===== src/rtl/revive_fetch_ahbl_adapter_if.sv =====
// Bundle of fetch-side request/response signals and AHB-Lite master signals for the fetch adapter.
// REVIVE_FETCH_ERR_EN adds mem_data_err to the bundle.
interface revive_fetch_ahbl_adapter_if #(
   parameter int W_ADDR = 32,
   parameter int W_DATA = 32
) ();
   logic [W_ADDR-1:0] mem_addr;
   logic              mem_addr_vld;
   logic [W_DATA-1:0] mem_data;
   logic              mem_data_vld;
   logic              mem_req_replaces_last;
`ifdef REVIVE_FETCH_ERR_EN
   logic              mem_data_err;
`endif
   logic [W_ADDR-1:0] ahblm_haddr;
   logic [1:0]        ahblm_htrans;
   logic              ahblm_hwrite;
   logic [2:0]        ahblm_hsize;
   logic [2:0]        ahblm_hburst;
   logic [3:0]        ahblm_hprot;
   logic              ahblm_hmastlock;
   logic              ahblm_hready;
   logic              ahblm_hresp;
   logic [W_DATA-1:0] ahblm_hrdata;

`ifdef REVIVE_FETCH_ERR_EN
   modport master (
      input  mem_addr, mem_addr_vld, ahblm_hready, ahblm_hresp, ahblm_hrdata,
      output mem_data, mem_data_vld, mem_req_replaces_last, mem_data_err,
             ahblm_haddr, ahblm_htrans, ahblm_hwrite, ahblm_hsize, ahblm_hburst,
             ahblm_hprot, ahblm_hmastlock
   );
   modport slave (
      output mem_addr, mem_addr_vld, ahblm_hready, ahblm_hresp, ahblm_hrdata,
      input  mem_data, mem_data_vld, mem_req_replaces_last, mem_data_err,
             ahblm_haddr, ahblm_htrans, ahblm_hwrite, ahblm_hsize, ahblm_hburst,
             ahblm_hprot, ahblm_hmastlock
   );
`else
   modport master (
      input  mem_addr, mem_addr_vld, ahblm_hready, ahblm_hresp, ahblm_hrdata,
      output mem_data, mem_data_vld, mem_req_replaces_last,
             ahblm_haddr, ahblm_htrans, ahblm_hwrite, ahblm_hsize, ahblm_hburst,
             ahblm_hprot, ahblm_hmastlock
   );
   modport slave (
      output mem_addr, mem_addr_vld, ahblm_hready, ahblm_hresp, ahblm_hrdata,
      input  mem_data, mem_data_vld, mem_req_replaces_last,
             ahblm_haddr, ahblm_htrans, ahblm_hwrite, ahblm_hsize, ahblm_hburst,
             ahblm_hprot, ahblm_hmastlock
   );
`endif
endinterface


===== src/rtl/revive_fetch_ahbl_adapter.sv =====
// ReVive fetch request -> AHB-Lite read-only master, with a one-deep skid for requests arriving
// while the address phase is stalled. Optional bus-error reporting under REVIVE_FETCH_ERR_EN.
module revive_fetch_ahbl_adapter #(
   parameter int W_ADDR = 32,
   parameter int W_DATA = 32
) (
   input logic                           clk,
   input logic                           rst_n,
   revive_fetch_ahbl_adapter_if.master   bus
);
   localparam logic [1:0] HTRANS_IDLE   = 2'b00;
   localparam logic [1:0] HTRANS_NONSEQ = 2'b10;

   generate
      if (W_DATA != 32) begin : g_bad_width
         $fatal(1, "revive_fetch_ahbl_adapter: W_DATA must be 32");
      end
   endgenerate

   logic              aph_vld_reg;
   logic [W_ADDR-1:0] aph_addr_reg;
   logic              skid_vld_reg;
   logic [W_ADDR-1:0] skid_addr_reg;
   logic              dph_vld_reg;

   logic              adv;
   logic              aph_free;
   logic              skid_load;
   logic [W_ADDR-1:0] req_addr;

   assign req_addr  = {bus.mem_addr[W_ADDR-1:2], 2'b00};
   assign adv       = aph_vld_reg && bus.ahblm_hready;
   assign aph_free  = adv || !aph_vld_reg;
   // A request lands in the skid whenever the address slot will still be busy next cycle:
   // either it is stalled, or it is being refilled from the skid this cycle.
   assign skid_load = bus.mem_addr_vld && (!aph_free || skid_vld_reg);

   always_ff @(posedge clk) begin
      if (!rst_n) begin
         aph_vld_reg   <= 1'b0;
         aph_addr_reg  <= '0;
         skid_vld_reg  <= 1'b0;
         skid_addr_reg <= '0;
         dph_vld_reg   <= 1'b0;
      end else begin
         if (aph_free) begin
            if (skid_vld_reg) begin
               aph_vld_reg  <= 1'b1;
               aph_addr_reg <= skid_addr_reg;
            end else if (bus.mem_addr_vld) begin
               aph_vld_reg  <= 1'b1;
               aph_addr_reg <= req_addr;
            end else begin
               aph_vld_reg  <= 1'b0;
            end
         end
         if (skid_load) begin
            skid_vld_reg  <= 1'b1;
            skid_addr_reg <= req_addr;
         end else if (aph_free) begin
            skid_vld_reg  <= 1'b0;
         end
         if (bus.ahblm_hready) begin
            dph_vld_reg <= adv;
         end
      end
   end

`ifdef REVIVE_FETCH_ERR_EN
   // Tracks the first cycle of the two-cycle AHB-Lite error response.
   logic err_pending_reg;
   always_ff @(posedge clk) begin
      if (!rst_n) begin
         err_pending_reg <= 1'b0;
      end else if (dph_vld_reg && bus.ahblm_hready) begin
         err_pending_reg <= 1'b0;
      end else if (dph_vld_reg && bus.ahblm_hresp) begin
         err_pending_reg <= 1'b1;
      end
   end
   assign bus.mem_data_err = dph_vld_reg && bus.ahblm_hready && bus.ahblm_hresp;
`endif

   assign bus.mem_data              = bus.ahblm_hrdata;
   assign bus.mem_data_vld          = dph_vld_reg && bus.ahblm_hready;
   assign bus.mem_req_replaces_last = bus.mem_addr_vld && skid_vld_reg && !adv;

   assign bus.ahblm_htrans    = aph_vld_reg ? HTRANS_NONSEQ : HTRANS_IDLE;
   assign bus.ahblm_haddr     = aph_addr_reg;
   assign bus.ahblm_hwrite    = 1'b0;
   assign bus.ahblm_hsize     = 3'b010;
   assign bus.ahblm_hburst    = 3'b000;
   assign bus.ahblm_hprot     = 4'b0010;
   assign bus.ahblm_hmastlock = 1'b0;
endmodule

===== src/flat_wrapper.sv =====
// flat-port wrapper written by rule: the top's interface ports become plain ports
module revive_fetch_ahbl_adapter_flat 
#(
   parameter int W_ADDR = 32,
   parameter int W_DATA = 32
)
  (clk, rst_n, bus_mem_addr, bus_mem_addr_vld, bus_ahblm_hready, bus_ahblm_hresp, bus_ahblm_hrdata, bus_mem_data, bus_mem_data_vld, bus_mem_req_replaces_last, bus_ahblm_haddr, bus_ahblm_htrans, bus_ahblm_hwrite, bus_ahblm_hsize, bus_ahblm_hburst, bus_ahblm_hprot, bus_ahblm_hmastlock);
  revive_fetch_ahbl_adapter_if #(.W_ADDR(W_ADDR), .W_DATA(W_DATA)) bus_i ();
  input logic clk;
  input logic rst_n;
  input wire logic [$bits(bus_i.mem_addr)-1:0] bus_mem_addr;
  input wire logic [$bits(bus_i.mem_addr_vld)-1:0] bus_mem_addr_vld;
  input wire logic [$bits(bus_i.ahblm_hready)-1:0] bus_ahblm_hready;
  input wire logic [$bits(bus_i.ahblm_hresp)-1:0] bus_ahblm_hresp;
  input wire logic [$bits(bus_i.ahblm_hrdata)-1:0] bus_ahblm_hrdata;
  output wire logic [$bits(bus_i.mem_data)-1:0] bus_mem_data;
  output wire logic [$bits(bus_i.mem_data_vld)-1:0] bus_mem_data_vld;
  output wire logic [$bits(bus_i.mem_req_replaces_last)-1:0] bus_mem_req_replaces_last;
  output wire logic [$bits(bus_i.ahblm_haddr)-1:0] bus_ahblm_haddr;
  output wire logic [$bits(bus_i.ahblm_htrans)-1:0] bus_ahblm_htrans;
  output wire logic [$bits(bus_i.ahblm_hwrite)-1:0] bus_ahblm_hwrite;
  output wire logic [$bits(bus_i.ahblm_hsize)-1:0] bus_ahblm_hsize;
  output wire logic [$bits(bus_i.ahblm_hburst)-1:0] bus_ahblm_hburst;
  output wire logic [$bits(bus_i.ahblm_hprot)-1:0] bus_ahblm_hprot;
  output wire logic [$bits(bus_i.ahblm_hmastlock)-1:0] bus_ahblm_hmastlock;
  assign bus_i.mem_addr = bus_mem_addr;
  assign bus_i.mem_addr_vld = bus_mem_addr_vld;
  assign bus_i.ahblm_hready = bus_ahblm_hready;
  assign bus_i.ahblm_hresp = bus_ahblm_hresp;
  assign bus_i.ahblm_hrdata = bus_ahblm_hrdata;
  assign bus_mem_data = bus_i.mem_data;
  assign bus_mem_data_vld = bus_i.mem_data_vld;
  assign bus_mem_req_replaces_last = bus_i.mem_req_replaces_last;
  assign bus_ahblm_haddr = bus_i.ahblm_haddr;
  assign bus_ahblm_htrans = bus_i.ahblm_htrans;
  assign bus_ahblm_hwrite = bus_i.ahblm_hwrite;
  assign bus_ahblm_hsize = bus_i.ahblm_hsize;
  assign bus_ahblm_hburst = bus_i.ahblm_hburst;
  assign bus_ahblm_hprot = bus_i.ahblm_hprot;
  assign bus_ahblm_hmastlock = bus_i.ahblm_hmastlock;
  revive_fetch_ahbl_adapter #(.W_ADDR(W_ADDR), .W_DATA(W_DATA)) u_core (.clk(clk), .rst_n(rst_n), .bus(bus_i));
endmodule

===== config.mk =====
export PLATFORM = sky130hd
export DESIGN_NAME = revive_fetch_ahbl_adapter_flat
export DESIGN_NICKNAME = d
export VERILOG_FILES = /design/src/rtl/revive_fetch_ahbl_adapter_if.sv /design/src/rtl/revive_fetch_ahbl_adapter.sv /design/src/flat_wrapper.sv
export SDC_FILE = /design/constraint.sdc
export NUM_CORES = 1
export LEC_CHECK = 0
export BUFFER_PORTS_ARGS = -buffer_cell sky130_fd_sc_hd__buf_2
export CORE_MARGIN = 3
export CORE_UTILIZATION = 40
export DETAILED_ROUTE_END_ITERATION = 10
export GPL_TIMING_DRIVEN = 0
export PLACE_DENSITY = 0.68
export SETUP_SLACK_MARGIN = 0.4
export SLEW_MARGIN = 0
export SYNTH_ARGS = -nofsm -noshare
export SYNTH_HDL_FRONTEND = slang
export SYNTH_SLANG_ARGS = --single-unit

===== constraint.sdc =====
create_clock -name clk -period 2.01 [get_ports clk]
set_input_delay 0.201 -clock clk [delete_from_list [all_inputs] [get_ports clk]]
set_output_delay 0.201 -clock clk [all_outputs]
set_load 0.02 [all_outputs]

Word level (Yosys, flattened, before mapping)
Index checks and enable logic that the tools add are counted.
W data, S select, Z words.
{ "word_totals": {"elab_cells": 25, "output_inout_bits": 80, "in_bits": 69, "reg_bits": 65} }
{ "classes": {"mux": 7, "reduce_logical": 13} }
{ "op_table": {"columns": ["operator", "count"], "rows": [
  ["$mux W32", 2],
  ["$logic_and A1 B1 Y1", 5],
  ["$mux W1", 4],
  ["$reduce_bool A2 Y1", 2],
  ["$logic_not A1 Y1", 3],
  ["$logic_or A1 B1 Y1", 2],
  ["$mux W2", 1],
  ["$reduce_and A2 Y1", 1]
]} }

Depth between registers and ports, before layout
Gate-level depths: netlist of the first run.
{ "depth": {"depth_word": 6, "ltp_mapped": 6, "mapped_depth_nobuf": 3} }

Worst setup path after synthesis of the first run
Ideal clock, no wire load.
{ "synth_path": {"kind": "register -> register", "start": "register u_core.skid_vld_reg", "end": "register u_core.aph_addr_reg[10] (netlist: u_core.bus.ahblm_haddr[10])", "required_time_ps": 1894, "path_stages_with_launch": 7, "synth_period_minus_slack_ps": 1333, "arrival_ps": 1217, "setup_ps": 116, "slack_ps": 677, "n_path_buf": 3, "path_cell_list": "dfxtp_1 buf_6 or2_1 clkbuf_2 and2_4 buf_6 o211a_1"} }
{ "synth_via": {"elab_chain_len": 2, "elab_cells_between_ends": 3, "cone_classes": "mux: 1; reduce/logical: 2"} }
{ "synth_lines": {"columns": ["item", "line", "source"], "rows": [
  ["start: declaration", "revive_fetch_ahbl_adapter.sv:22", "logic skid_vld_reg;"],
  ["start signal: assignment", "revive_fetch_ahbl_adapter.sv:42", "skid_vld_reg <= 1'b0;"],
  ["start signal: assignment", "revive_fetch_ahbl_adapter.sv:58", "skid_vld_reg <= 1'b1;"],
  ["start signal: assignment", "revive_fetch_ahbl_adapter.sv:61", "skid_vld_reg <= 1'b0;"],
  ["$reduce_bool A2 Y1 (no source line)", null, null],
  ["$reduce_and A2 Y1 (no source line)", null, null],
  ["end signal: assignment", "revive_fetch_ahbl_adapter.sv:49", "aph_addr_reg <= skid_addr_reg;"],
  ["end signal: assignment", "revive_fetch_ahbl_adapter.sv:52", "aph_addr_reg <= req_addr;"],
  ["end: declaration", "revive_fetch_ahbl_adapter.sv:21", "logic [W_ADDR-1:0] aph_addr_reg;"]
]} }
Parallel ways exist; a longest one is shown, timed or not.
A chain may end at the register's enable or synchronous reset.

Final worst setup path of the first run
{ "layout_path": {"start": "register u_core.skid_vld_reg", "end": "output port bus_mem_req_replaces_last"} }
{ "layout_via": {"elab_chain_len": 2} }
{ "layout_lines": {"columns": ["item", "line", "source"], "rows": [
  ["$logic_and A1 B1 Y1 (2 in series)", "revive_fetch_ahbl_adapter.sv:86", "assign bus.mem_req_replaces_last = bus.mem_addr_vld && skid_vld_reg && !adv;"],
  ["end: declaration", "flat_wrapper.sv:18", "output wire logic [$bits(bus_i.mem_req_replaces_last)-1:0] bus_mem_req_replaces_last;"]
]} }
Every way passes these cells.

==> impl_metrics.json, run 1 <==
{
  "first_global_vias": 2448,
  "seq_area_sq_um": 1260,
  "gr-total-overflow": 0,
  "cts_buffers": 9,
  "reg2reg_slack_ps": 490,
  "r2r-start": "u_core.skid_vld_reg$_SDFFE_PN0P_",
  "post_cts_buffers": 0,
  "start_util_pct": 42.2,
  "num_vias": 2628,
  "vias_per_cell": 4.70,
  "numClockSinks": 63,
  "dp_cells": 544,
  "grt_max_degree": 11,
  "cts.htree.levels": 3,
  "dieArea_sq_um": 8960,
  "std_cell_rows": 31,
  "area_delta_synth_final_pct": 26.3,
  "r2r-end": "u_core.bus.ahblm_haddr[16]$_SDFFE_PN0P_",
  "fmax_ghz": 0.649,
  "drt_iter0_markers": 85,
  "ant_nets": 0,
  "hold_path_class": "in -> reg",
  "layout_commonest_cell": "buf_2",
  "layout_common_cells": "99 x buf_2, 63 x dfxtp_1, 62 x nand2_1, 60 x mux2i_1, 52 x buf_4",
  "grt_usage_pct": 16.4,
  "diodes": 0,
  "clkLatencyLatePin_ps": 340,
  "min_from": "bus_mem_addr[22]",
  "worstPathRequired_ps": 1810,
  "rsz0062_at_grt": "true",
  "clkTransAtPathRegs_ps": 70,
  "period_share_pct": 76.6,
  "slew_viol_final": 0,
  "wirelength_um": 7330,
  "vdd_drop_max_mv": 0.610,
  "rr_worst_depth": 6,
  "finClkSkew_ps": 10.1,
  "core_sq_um": 7450,
  "drc": 0,
  "endpoint_kind": "output pin",
  "dp_slack_ps": 506,
  "syn_area_per_cell_sq_um": 9.39,
  "hold_viol": 0,
  "max-cap-violations": 0,
  "yosysUniqueCellTypes": 21,
  "first_pass_iters": 4,
  "gp_congestion": 0.809,
  "root_buffer": "clkbuf_8",
  "status": "finished, final reports clean",
  "path_max_fanout": 10,
  "synth_seq_cells": 63,
  "syn_area_sq_um": 3150,
  "power_density_nw_per_um2": 734,
  "min_period_ps": 1540,
  "cts_hold_buf": 0,
  "cts_resized": 1,
  "critical_path_class": "reg -> out",
  "final_cells": 559,
  "setup_slack_ps": 470,
  "finalSetupViolCount": 0,
  "multi_input_area_sq_um": 1420,
  "critPathArrivalTime_ps": 1340,
  "hold_depth": 3,
  "whs_endpoint": "u_core.skid_addr_reg[22]$_SDFFE_PN0P_",
  "fp.dieW_um": 94.7,
  "io_pins": 149,
  "nets": 525,
  "grt_pass1_wl_um": 11400,
  "cts_tree": "yes",
  "layout-drive-gt1-share_pct": 37.0,
  "clockBufferDepth": 2,
  "ys.warnings.count": 0,
  "final.setup.tns_ps": 0,
  "ys_seq_area_share_pct": 40.1,
  "antenna_found_initial": 0,
  "dp_hpwl_um": 5490,
  "cellLeakagePower_nw": 2.04,
  "wire_per_inst_um": 13.1,
  "worst_setup_path_start_kind": "flop",
  "io_buffer_count": 97,
  "netlist_instances": 335,
  "nFillCells": 727,
  "die-height_um": 94.7
}
==> cell type report <==
class,count,share of cell area [%]
multi-input combinational,209,35.8
sequential,63,31.8
buffer,76,12.9
timing repair buffer,97,12.2
clock buffer,12,3.65
tap,99,3.12
clock inverter,3,0.504
==> per-layer routing <==
metal | vias up | wire [um] | share of wire, % | global-route usage, %
met1 | 1184 | 3020 | 41 | 19.4
li1 | 1325 | - | - | -
met3 | 8 | 815 | 11 | 6.85
met2 | 111 | 3450 | 47 | 27.8
met4 | 0 | 51 | 0.70 | 3.25
met5 | - | 0 | 0 | 0
==> Yosys cell counts <==
| cell type | n | area (sq um) |
|---|---|---|
| dfxtp_1 | 63 | 1260 |
| nand2_1 | 62 | 233 |
| mux2i_1 | 60 | 601 |
| buf_4 | 51 | 383 |
| nand3_1 | 30 | 150 |
| o211a_1 | 30 | 300 |
| clkbuf_1 | 12 | 45.0 |
| buf_1 | 5 | 18.8 |
| buf_6 | 4 | 45.0 |
| buf_2 | 3 | 15.0 |
| a21boi_0 | 2 | 15.0 |
| conb_1 | 2 | 7.51 |
| nand2b_1 | 2 | 12.5 |
| o21a_1 | 2 | 15.0 |
| and2_1 | 1 | 6.26 |
| and2_4 | 1 | 8.76 |
| and3_1 | 1 | 6.26 |
| clkbuf_2 | 1 | 5.00 |
| nor2b_1 | 1 | 6.26 |
| o21ai_0 | 1 | 5.00 |
| or2_1 | 1 | 6.26 |
==> kinds of logic (layout without fill, tap and decap cells) <==
| logic type | after synthesis | count (layout) | synth area share [%] |
|---|---|---|---|
| and+or+nand+nor | 99 | 99 | 13.6 |
| buffers and inverters | 76 | 188 | 16.3 |
| DFF | 63 | 63 | 40.1 |
| muxes | 60 | 60 | 19.1 |
| AOI/OAI and AO/OA | 35 | 35 | 10.7 |
| other | 2 | 15 | 0.239 |
==> worst max-delay path: stages (launching register included) <==
cell,delay [ps]
dfxtp_1,330
buf_6,120
buf_4,210
and3_1,170
buf_2,170
==> per-stage QoR <==
stage	power, mW	cell area, sq um	hold slack (ps)	util, %
floorplan	1.82	3190	343	-
global placement	1.99	3800	441	51.1
detailed placement	2.01	3800	447	51.1
CTS	2.96	3970	95.9	53.3
global route	3.07	3970	98.5	53.3
finish	2.91	3970	104	53.3
==> power by group <==
group / total [mW] / leakage (nW) / internal (mW) / switching (mW)
clock: 0.941 / 0.0785 / 0.472 / 0.469
sequential: 1.36 / 0.517 / 1.33 / 0.0378
combinational: 0.608 / 1.44 / 0.264 / 0.343
==> how the worst max path moves through the flow <==
| stage | slack [ps] | end | start | depth (start not counted) |
|---|---|---|---|---|
| after global placement | 520 | u_core.bus.ahblm_haddr[16]$_SDFFE_PN0P_ | u_core.skid_vld_reg$_SDFFE_PN0P_ | 6 |
| after global routing | 350 | u_core.bus.ahblm_haddr[10]$_SDFFE_PN0P_ | u_core.skid_vld_reg$_SDFFE_PN0P_ | 6 |
| final | 470 | bus_mem_req_replaces_last | u_core.skid_vld_reg$_SDFFE_PN0P_ | 4 |
| after detailed placement | 510 | u_core.bus.ahblm_haddr[16]$_SDFFE_PN0P_ | u_core.skid_vld_reg$_SDFFE_PN0P_ | 6 |
| after CTS | 450 | bus_mem_req_replaces_last | u_core.skid_vld_reg$_SDFFE_PN0P_ | 4 |
| after floorplan | 680 | u_core.bus.ahblm_haddr[10]$_SDFFE_PN0P_ | u_core.skid_vld_reg$_SDFFE_PN0P_ | 6 |
(Power assumes the default switching activity.)
==> inputs of run 2 (changes only) <==
- ABC_AREA: default -> 1
- PLACE_DENSITY: 0.68 -> 0.69
- clock period: 2.01 -> 1.3 ns (I/O delays scaled with it)
==> run 2 against run 1 <==
Compared with the run above:
- first-iteration DRC count is 62% higher
- critical path type unchanged
- synthesized cell count is 56% higher
- global-route usage is 2.9 points higher
- final area is 30% higher
- worst setup slack worse by 440 ps
- clock power is 84% higher
- sequential cell count stayed put
- core utilization is 12 points higher
- power is 81% higher
- die area is 6.3% higher
- via count is 36% higher
- sequential power is 59% higher
- highest routed layer unchanged
==> impl_metrics.json, run 2 <==
{
  "core_sq_um": 7930,
  "drc": 0,
  "netlist_instances": 523,
  "slew_viol_final": 0,
  "cellLeakagePower_nw": 2.78,
  "min_period_ps": 1270,
  "die-height_um": 97.6,
  "synth_common_cells": "126 x nand2_1, 90 x nor2_1, 64 x inv_1",
  "area_delta_synth_final_pct": 54.2,
  "hold_depth": 3,
  "numClockSinks": 63,
  "layout_commonest_cell": "nand2_1",
  "period_share_pct": 98.0,
  "final_area_sq_um": 5170,
  "synth_most_common_cell": "nand2_1",
  "finClkSkew_ps": 11.6,
  "dieArea_sq_um": 9520,
  "clockBufferDepth": 2,
  "cp_slowest_stage_delay_ps": 370,
  "post-synth-top-area-fraction_pct": 37.6,
  "nFillCells": 659,
  "root_buffer": "clkbuf_8",
  "clkLatencyLatePin_ps": 350,
  "gp_congestion": 0.830,
  "place_area_sq_um": 4060,
  "tightest_slew_ps": 516,
  "wire_per_inst_um": 13.1,
  "vdd_drop_max_mv": 0.595,
  "rsz0062_at_grt": "true",
  "synthFlopType": "dfxtp_1",
  "max-cap-violations": 0,
  "hold_path_class": "in -> reg",
  "cpMaxStageDelayCell": "dfxtp_4",
  "ys_seq_area_share_pct": 37.6,
  "status": "finished, final reports clean",
  "cts_tree": "yes",
  "cts.htree.levels": 3,
  "power_density_nw_per_um2": 1020,
  "antenna_found_initial": 0,
  "synth_edf_count": 0,
  "io_buffer_count": 97,
  "rr_worst_depth": 9,
  "synthTopCellsByArea": "dfxtp_1 38%, nand2_1 14%, buf_4 11%, nor2_1 10%, inv_1 7.2%",
  "ant_nets": 0,
  "ys.warnings.count": 0,
  "setup_slack_ps": 25.9,
  "cts_buffers": 9,
  "nets": 737,
  "worstPathRequired_ps": 1170,
  "io_pins": 149,
  "async_flop_share_pct": 0,
  "seq_area_sq_um": 1310,
  "endpoint_kind": "output pin",
  "hold_viol": 0,
  "dp_slack_ps": 167,
  "vias_per_cell": 4.60,
  "synth_seq_cells": 63,
  "layout-drive-gt1-share_pct": 43.2,
  "std_cell_rows": 32,
  "grt_max_degree": 11,
  "grt_pass1_wl_um": 15100,
  "grt_usage_pct": 19.3,
  "gr-total-overflow": 0,
  "dp_hpwl_um": 6310,
  "num_vias": 3562,
  "post-route-util_pct": 65.3,
  "drt_iter0_markers": 138,
  "first_pass_iters": 5,
  "yosysTopAreaCell": "dfxtp_1",
  "max_slew_margin_pct": 65.6,
  "fmax_ghz": 0.785,
  "fp.dieW_um": 97.6,
  "syn_area_per_cell_sq_um": 6.42,
  "start_util_pct": 42.3,
  "yosysUniqueCellTypes": 17,
  "finalSetupViolCount": 0,
  "clkTransAtPathRegs_ps": 70,
  "syn_area_sq_um": 3360,
  "critical_path.cell_chain": "nand2_4, buf_8, a21oi_4, buf_6",
  "worst_setup_path_start_kind": "flop",
  "layout_common_cells": "111 x nand2_1, 85 x nor2_1, 65 x buf_2, 63 x buf_4, 63 x inv_1",
  "critical_path_class": "reg -> out",
  "multi_input_area_sq_um": 1620,
  "path_max_fanout": 2,
  "critPathArrivalTime_ps": 1140,
  "first_global_vias": 3264,
  "cts_hold_buf": 0,
  "wirelength_um": 10200,
  "diodes": 0
}
[run 2: cell count changes after synthesis, sizes merged, moves of 30 or more]
| cell | previous run | this run |
|---|---|---|
| nor2 | 0 | 90 |
| o211a | 30 | 0 |
| a21oi | 0 | 33 |
| inv | 0 | 66 |
| nand2 | 62 | 128 |
| mux2i | 60 | 0 |
[run 2: area by class of cell]
type	count	share of cell area, %
Buffer	79	12.8
Clock buffer	12	2.80
Clock inverter	4	0.870
Inverter	66	4.93
Multi-Input combinational cell	329	31.3
Sequential cell	63	25.3
Tap cell	102	2.47
Timing Repair Buffer	120	19.6
[run 2: final timing paths]
path | slack (ps) | to | start
worst max-delay path | 30 | bus_mem_req_replaces_last | u_core.skid_vld_reg$_SDFFE_PN0P_
worst min-delay path | 10 | u_core.skid_addr_reg[25]$_SDFFE_PN0P_ | bus_mem_addr[25]
worst max register to register | 50 | u_core.bus.ahblm_haddr[21]$_SDFFE_PN0P_ | u_core.skid_vld_reg$_SDFFE_PN0P_
worst min register to register | 490 | u_core.dph_vld_reg$_SDFFE_PN0P_ | u_core.dph_vld_reg$_SDFFE_PN0P_
[run 2: layer usage]
metal	up-vias	wire length (um)	share of wire, %	GRT usage, %
met1	1570	4050	40	23.7
li1	1814	-	-	-
met4	0	155	1.5	6.39
met5	-	0	0	0
met2	164	5160	51	33.4
met3	14	822	8.1	3.95
[run 2: what timing repair did]
| action | in CTS | in global routing |
|---|---|---|
| gates resized for setup | 140 | 79 |
| cloned | 6 | 5 |
| pin swaps | 4 | 36 |
| buffers inserted | 7 | 6 |
| setup endpoints to repair | 95 | 95 |
[run 2: logic make-up (layout without fill, tap and decap cells)]
kind of cell | count (synthesis) | after routing | synth area share [%]
other cells | 2 | 15 | 0.224
flops | 63 | 63 | 37.6
compound gates | 63 | 63 | 9.40
buf+inv | 145 | 281 | 23.2
simple gates | 250 | 251 | 29.6
[run 2: worst max-delay path: cells and delay by family, from the launching register on]
kind	cells	cell delay (ps)
flip-flops	1	370
buffers and inverters	2	250
AO/OA/AOI/OAI	1	110
AND/OR/NAND/NOR	1	60
[run 2: per-stage QoR]
step           TNS, ps  hold WS [ps]  cells  power [mW]
2_1_floorplan        0           262    536        2.93
3_3_place_gp         0           364    735        3.20
3_5_place_dp         0           375    735        3.23
4_1_cts              0          17.9    764        5.13
5_1_grt          -10.7          19.8    775        5.52
6_report             0          13.8    775        5.27
[run 2: power by group]
part / internal (mW) / switching (mW) / leakage, nW
Sequential: 2.08 / 0.0793 / 0.529
Combinational: 0.641 / 0.734 / 2.15
Clock: 0.931 / 0.798 / 0.100
Total: 3.66 / 1.61 / 2.78
==> inputs of run 3 (changes only) <==
- PLACE_DENSITY: 0.69 -> 0.67
- clock period: 1.3 -> 1.2 ns (I/O delays scaled with it)
==> run 3 against run 2 <==
Compared with the run above:
- the run now ends with setup timing left
- sequential cell count unchanged
- critical path depth is the same
- final area is 3.8% lower
==> impl_metrics.json, run 3 (synthesis gave the netlist of run 2 again) <==
{
  "cts_tree": "yes",
  "worst_setup_path_start_kind": "flop",
  "total_power_mw": 5.50,
  "critical_path.cell_chain": "nand2_4, buf_8, a21oi_4, buf_6",
  "hold_depth": 3,
  "first_global_vias": 3110,
  "setup_slack_ps": -32.1,
  "io_buffer_count": 97,
  "nets": 731,
  "core_sq_um": 7930,
  "wirelength_um": 9070,
  "cp_slowest_stage_delay_ps": 360,
  "max_slew_margin_pct": 62.8,
  "slew_viol_final": 0,
  "wire_per_inst_um": 11.8,
  "drt_iter0_markers": 145,
  "num_vias": 3435,
  "gr-total-overflow": 0,
  "path_max_fanout": 2,
  "start_util_pct": 42.3,
  "fp.dieW_um": 97.6,
  "layout-drive-gt1-share_pct": 43.0,
  "rsz0062_at_grt": "true",
  "grt_usage_pct": 18.3,
  "clkTransAtPathRegs_ps": 70,
  "status": "finished, violations left",
  "period_share_pct": 103,
  "layout_commonest_cell": "nand2_1",
  "critPathArrivalTime_ps": 1110,
  "cp.depth": 4,
  "clockBufferDepth": 2,
  "std_cell_rows": 32,
  "rr_worst_depth": 9,
  "ant_nets": 0,
  "post-route-util_pct": 62.8,
  "cp_top_family": "flip-flops",
  "dp_hpwl_um": 6190,
  "hold_viol": 0,
  "power_density_nw_per_um2": 1110,
  "grt_pass1_wl_um": 14400,
  "finalSetupViolCount": 3,
  "root_buffer": "clkbuf_8",
  "die-height_um": 97.6,
  "endpoint_kind": "output pin",
  "finClkSkew_ps": 4.84,
  "crit_buf_inv": 2,
  "reg2reg_slack_ps": 0,
  "diodes": 0,
  "grt_max_degree": 11,
  "max-cap-violations": 0,
  "cts_buffers": 9,
  "io_pins": 149,
  "cellLeakagePower_nw": 2.64,
  "gp_congestion": 0.798,
  "min_period_ps": 1230,
  "clkLatencyLatePin_ps": 340,
  "tightest_slew_ps": 558,
  "fmax_ghz": 0.812,
  "vias_per_cell": 4.47,
  "first_pass_iters": 5,
  "layout_common_cells": "108 x nand2_1, 66 x buf_2, 66 x nor2_1, 63 x inv_1, 61 x buf_4",
  "area_delta_synth_final_pct": 48.3,
  "violations": "setup timing",
  "critical_path_class": "reg -> out",
  "antenna_found_initial": 0,
  "dieArea_sq_um": 9520,
  "vdd_drop_max_mv": 0.746,
  "numClockSinks": 63,
  "cts.htree.levels": 3,
  "worstPathRequired_ps": 1080,
  "hold_path_class": "in -> reg",
  "final_area_sq_um": 4980,
  "place_area_sq_um": 4060,
  "drc": 0,
  "cpMaxStageDelayCell": "dfxtp_2"
}
==> run 3: cell types whose count changed in the layout (fill, tap and decap cells not counted), sizes merged <==
cell / delta
dlygate4sd3: +1
nand2: -1
clkinv: +1
bufinv: -1
buf: -4
clkbuf: -2
==> run 3: stage by stage <==
stage          worst slack (ps)  TNS, ps  hold WS (ps)  instances
2_1_floorplan               270        0           252        536
3_3_place_gp                111        0           356        735
3_5_place_dp               69.3        0           363        735
4_1_cts                   -25.4    -26.2          5.41        764
6_report                  -32.1    -39.0          14.6        769
5_1_grt                   -67.4    -1150          7.87        769
==> run 3: final timing paths <==
| kind | from | to |
|---|---|---|
| worst max-delay path | u_core.skid_vld_reg$_SDFFE_PN0P_ | bus_mem_req_replaces_last |
| worst min-delay path | bus_mem_addr[2] | u_core.skid_addr_reg[2]$_SDFFE_PN0P_ |
| worst max register to register | u_core.skid_vld_reg$_SDFFE_PN0P_ | u_core.bus.ahblm_haddr[17]$_SDFFE_PN0P_ |
| worst min register to register | u_core.dph_vld_reg$_SDFFE_PN0P_ | u_core.dph_vld_reg$_SDFFE_PN0P_ |
==> run 3: what timing repair did <==
item,in CTS,in global routing
pin swaps,4,8
endpoints found under the hold margin,1,0
setup buffers,10,4
cloned,2,1
hold buffers,1,0
endpoints found under the setup margin,95,95
resized for setup,148,59
==> run 3: worst min-delay path: stages <==
cell and delay [ps]:
buf_2 90, a21oi_1 40, nor2_1 80
==> run 3: area by class of cell <==
class	count	area, sq um
Fill cell	733	2950
Buffer	79	649
Sequential cell	63	1310
Clock buffer	12	155
Tap cell	102	128
Inverter	66	253
Multi-Input combinational cell	328	1560
Timing Repair Buffer	115	911
Clock inverter	4	20.0
==> run 3: metal layers <==
metal	GRT usage (%)	vias to the layer above	share of wire (%)
li1	-	1791	-
met1	22.7	1514	44
met2	31.0	120	48
met3	5.46	10	6.8
met4	4.37	0	1.0
met5	0	-	0
==> run 3: where the power goes <==
group	total [mW]	switching, mW	internal (mW)
logic	1.50	0.788	0.712
registers	2.34	0.0794	2.26
clock network	1.66	0.813	0.848
total	5.50	1.68	3.82
